[src/rtl/pb_debouncer_if.sv]
// Push-button debouncer signal bundle.
// Master drives the raw button; slave returns the debounced level and strobes.
`timescale 1ns/1ps
interface pb_debouncer_if;
  logic PB;
  logic PB_state;
  logic PB_down;
  logic PB_up;

  modport master (
    output PB,
    input  PB_state,
    input  PB_down,
    input  PB_up
  );

  modport slave (
    input  PB,
    output PB_state,
    output PB_down,
    output PB_up
  );
endinterface

[src/rtl/pb_debouncer.sv]
// Push-button debouncer: two-flop synchroniser, stability counter,
// registered debounced level and single-cycle press/release strobes.
`timescale 1ns/1ps
module pb_debouncer #(
  parameter int STABLE_CYCLES = 100,
  parameter int CNT_W         = 16
) (
  input  logic         clock,
  input  logic         reset,
  pb_debouncer_if.slave pb
);

  localparam logic [CNT_W-1:0] CNT_LAST = CNT_W'(STABLE_CYCLES - 1);
  localparam logic [CNT_W-1:0] CNT_ONE  = CNT_W'(1);

  logic             s0;
  logic             s1;
  logic [CNT_W-1:0] cnt;
  logic             state_q;
  logic             down_q;
  logic             up_q;

  always_ff @(posedge clock) begin
    if (reset) begin
      s0      <= 1'b0;
      s1      <= 1'b0;
      cnt     <= '0;
      state_q <= 1'b0;
      down_q  <= 1'b0;
      up_q    <= 1'b0;
    end else begin
      s0     <= pb.PB;
      s1     <= s0;
      down_q <= 1'b0;
      up_q   <= 1'b0;
      // any matching sample restarts the stability window
      if (s1 == state_q) begin
        cnt <= '0;
      end else if (cnt == CNT_LAST) begin
        cnt     <= '0;
        state_q <= ~state_q;
        down_q  <= ~state_q;
        up_q    <= state_q;
      end else begin
        cnt <= cnt + CNT_ONE;
      end
    end
  end

  assign pb.PB_state = state_q;
  assign pb.PB_down  = down_q;
  assign pb.PB_up    = up_q;

endmodule

[src/flat_wrapper.sv]
// flat-port wrapper written by rule: the top's interface ports become plain ports
module pb_debouncer_flat 
#(
  parameter int STABLE_CYCLES = 100,
  parameter int CNT_W         = 16
)
  (clock, reset, pb_PB, pb_PB_state, pb_PB_down, pb_PB_up);
  pb_debouncer_if pb_i ();
  input  logic clock;
  input  logic reset;
  input wire logic [$bits(pb_i.PB)-1:0] pb_PB;
  output wire logic [$bits(pb_i.PB_state)-1:0] pb_PB_state;
  output wire logic [$bits(pb_i.PB_down)-1:0] pb_PB_down;
  output wire logic [$bits(pb_i.PB_up)-1:0] pb_PB_up;
  assign pb_i.PB = pb_PB;
  assign pb_PB_state = pb_i.PB_state;
  assign pb_PB_down = pb_i.PB_down;
  assign pb_PB_up = pb_i.PB_up;
  pb_debouncer #(.STABLE_CYCLES(STABLE_CYCLES), .CNT_W(CNT_W)) u_core (.clock(clock), .reset(reset), .pb(pb_i));
endmodule
[config.mk]
export PLATFORM = sky130hd
export DESIGN_NAME = pb_debouncer_flat
export DESIGN_NICKNAME = d
export VERILOG_FILES = /design/src/rtl/pb_debouncer_if.sv /design/src/rtl/pb_debouncer.sv /design/src/flat_wrapper.sv
export SDC_FILE = /design/constraint.sdc
export NUM_CORES = 1
export LEC_CHECK = 0
export ABC_AREA = 1
export BUFFER_PORTS_ARGS = -buffer_cell sky130_fd_sc_hd__buf_2
export CORE_AREA = 2 2 57 59
export CTS_CLUSTER_DIAMETER = 120
export DETAILED_ROUTE_END_ITERATION = 6
export DIE_AREA = 0 0 59 61
export HOLD_SLACK_MARGIN = 0.02
export PLACE_DENSITY = 0.49
export REMOVE_ABC_BUFFERS = 1
export SYNTH_ARGS = -nofsm -noshare
export SYNTH_HDL_FRONTEND = slang
export SYNTH_SLANG_ARGS = --single-unit
[constraint.sdc]
create_clock -name clock -period 1.58 [get_ports clock]
set_input_delay 0.079 -clock clock [delete_from_list [all_inputs] [get_ports clock]]
set_output_delay 0.079 -clock clock [all_outputs]
set_load 0.02 [all_outputs]
==> results.cfg <==
[clock_network]
cts_tree = done
insertion_delay_ns = 0.29
cts.clk_slew.worst_paths_ns = 0.11
cts_resized = 0
ctsHoldBuffers = 2
cts_inserted_buffers = 3
clockBufferDepth = 2
h-tree-depth = 1
cts_setup_buffers = 0
cts.sinks = 21
cts-root-buf = clkbuf_4

[timing]
maxSlewHeadroom_pct = 82.0
hold_violations = 0
max_freq_ghz = 0.726
setup_ws_ns = 0.202
drv_slew = 0
clock_skew_ns = 0.00242
finalSetupViolCount = 0
fin_setup_tns_ns = 0
tightest_slew_ns = 0.268
min_period_ns = 1.38
rsz0062_at_grt = no
period_share_pct = 87.2

[logic_synthesis]
synth-async-reset-ratio_pct = 0
yosys_warnings = 0
synth-edff-count = 0
ys_top_cells_by_count = nor2_1, nand2_1, dfxtp_1
synth_area_leaders = dfxtp_1, nor2_1, nand2_1
syn_area_um2 = 983
yosysTopAreaCell = dfxtp_1
ys_types = 20
yosys.area.top_type_share_pct = 42.7
synthFlopType = dfxtp_1
ys_seq_elements = 21
netlist_instances = 134
avgSynthCellArea_um2 = 7.34
synth.most_common_cell = nor2_1
yosysSeqAreaShare_pct = 42.7

[routing]
num_vias = 804
final_antenna_net_count = 0
drtIter0Drc = 12
drc = 0
routed_via_density = 4.54
route.detailed.wl_per_inst_um = 10.2
drt_pass1_iterations = 4
dr_wl_met2_um = 836
wl_met1_um = 931
wl_met3_um = 24
top_layer = met4
drt-total-wl_um = 1810

[worst_setup_path]
critPathMaxStageDelay_ns = 0.37
cp_common_cell = nor2_1
critPathRequiredTime_ns = 1.78
critical_path.top_delay_family = simple AND/OR/NAND/NOR gates
crit_arrival_ns = 1.57
crit_path_end_kind = flip-flop
cp_max_fo = 16
crit_type = reg -> reg
path_buf_inv = 1
cpMaxStageDelayCell = dfxtp_1
worstSetupStartpointType = flip-flop
path_cells = ha_1 > inv_1 > nor2_1 > nand2_1 > nor2_2 > nand2_2 > nand2_4 > nor2_1
reg2reg_slack_ns = 0.20

[floorplan]
dieArea_um2 = 3600
std_cell_rows = 20
die_y_um = 61
start_util_pct = 33.3
io_pins = 6
core_um2 = 2950
dieWidth_um = 59

[grt]
grt_pass1_vias = 729
grt_max_degree = 17
grt_pass1_wl_um = 2970
grtUsageTotal_pct = 10.8
antenna_found_initial = 0
globalRoute.totalOverflow = 0

[placed_design]
numPortBuffers = 5
dp_hpwl_um = 1360
pre_cts_ws_ns = 0.197
gp_congestion = 0.830

[power]
leakage_nw = 0.379
finalPower_mw = 0.800
vdd_drop_max_uv = 489
p_per_area_nw_per_um2 = 740

[status]
status = finished clean

[finish]
drive_gt1_share_pct = 12.5
area_growth_pct = 9.92
fill_cells = 329
fin_nets = 149
antennaDiodeCount = 0

[hold_path]
hold_class = reg -> reg

[job]
drv_cap = 0
## area by class of cell
| class | count | area, µm² | area share (%) |
|---|---|---|---|
| Sequential cell | 21 | 420 | 38.9 |
| Multi-Input combinational cell | 96 | 488 | 45.1 |
| Timing Repair Buffer | 7 | 45.0 | 4.17 |
| Tap cell | 33 | 41.3 | 3.82 |
| Inverter | 16 | 60.1 | 5.56 |
| Clock buffer | 4 | 26.3 | 2.43 |
## layout by cell type (no fill, tap or decap), types with 3 or more instances in the layout
| master | netlist | routed |
|---|---|---|
| buf_2 | 0 | 5 |
| nor2_1 | 29 | 29 |
| nand2_1 | 27 | 27 |
| xnor2_1 | 3 | 3 |
| nand4_1 | 6 | 6 |
| dfxtp_1 | 21 | 21 |
| xor2_1 | 4 | 4 |
| nor2_2 | 4 | 4 |
| a21oi_1 | 5 | 5 |
| inv_1 | 16 | 16 |
| nand3_1 | 7 | 7 |
| clkbuf_4 | 0 | 3 |
## final timing paths
path | start | to | depth (start not counted)
setup / recovery | u_core.cnt[0] | u_core.cnt[5] | 8
hold / removal | u_core.s0 | u_core.s1 | 2
setup reg to reg | u_core.cnt[0] | u_core.cnt[5] | 8
hold reg to reg | u_core.s0 | u_core.s1 | 2
## sequential cells by signal, indices dropped and copies added (netlist names)
| name | cells |
|---|---|
| u_core.cnt | 16 |
| u_core.pb.PB_down | 1 |
| u_core.pb.PB_state | 1 |
| u_core.pb.PB_up | 1 |
| u_core.s0 | 1 |
| u_core.s1 | 1 |
## stage by stage
stage | util [%] | instance area, µm² | hold WS (ns) | std cells
5_1_grt | 36.6 | 1080 | 0.419 | 177
6_report | 36.6 | 1080 | 0.407 | 177
3_5_place_dp | 35.0 | 1030 | 0.309 | 171
3_3_place_gp | 35.0 | 1030 | 0.295 | 171
2_1_floorplan | - | 968 | 0.150 | 133
4_1_cts | 36.6 | 1080 | 0.411 | 177
## logic make-up (layout without fill, tap and decap cells)
| group | count (synthesis) | count (layout) | synth area share (%) |
|---|---|---|---|
| xor+xnor | 7 | 7 | 6.23 |
| simple gates | 81 | 81 | 38.5 |
| fa+ha+maj | 1 | 1 | 1.27 |
| flops | 21 | 21 | 42.7 |
| compound gates | 7 | 7 | 3.56 |
| buf+inv | 17 | 27 | 7.63 |
## power breakdown
part,internal [mW],switching (mW)
Combinational,0.00777,0.00888
Sequential,0.532,0.00122
Clock,0.0982,0.151
Total,0.638,0.161
## worst reg2reg max path: stages, from the launching register on
cell	delay, ns
dfxtp_1	0.37
ha_1	0.21
inv_1	0.05
nor2_1	0.12
nand2_1	0.08
nor2_2	0.12
nand2_2	0.09
nand2_4	0.17
nor2_1	0.08
## routing by layer
layer  vias up  global-route usage, %
li1        439                      -
met1       362                   14.1
met2         1                   17.6
met3         2                   1.92
met4         0                   4.87
met5         -                      0
Power figures use the tool's default switching activity.
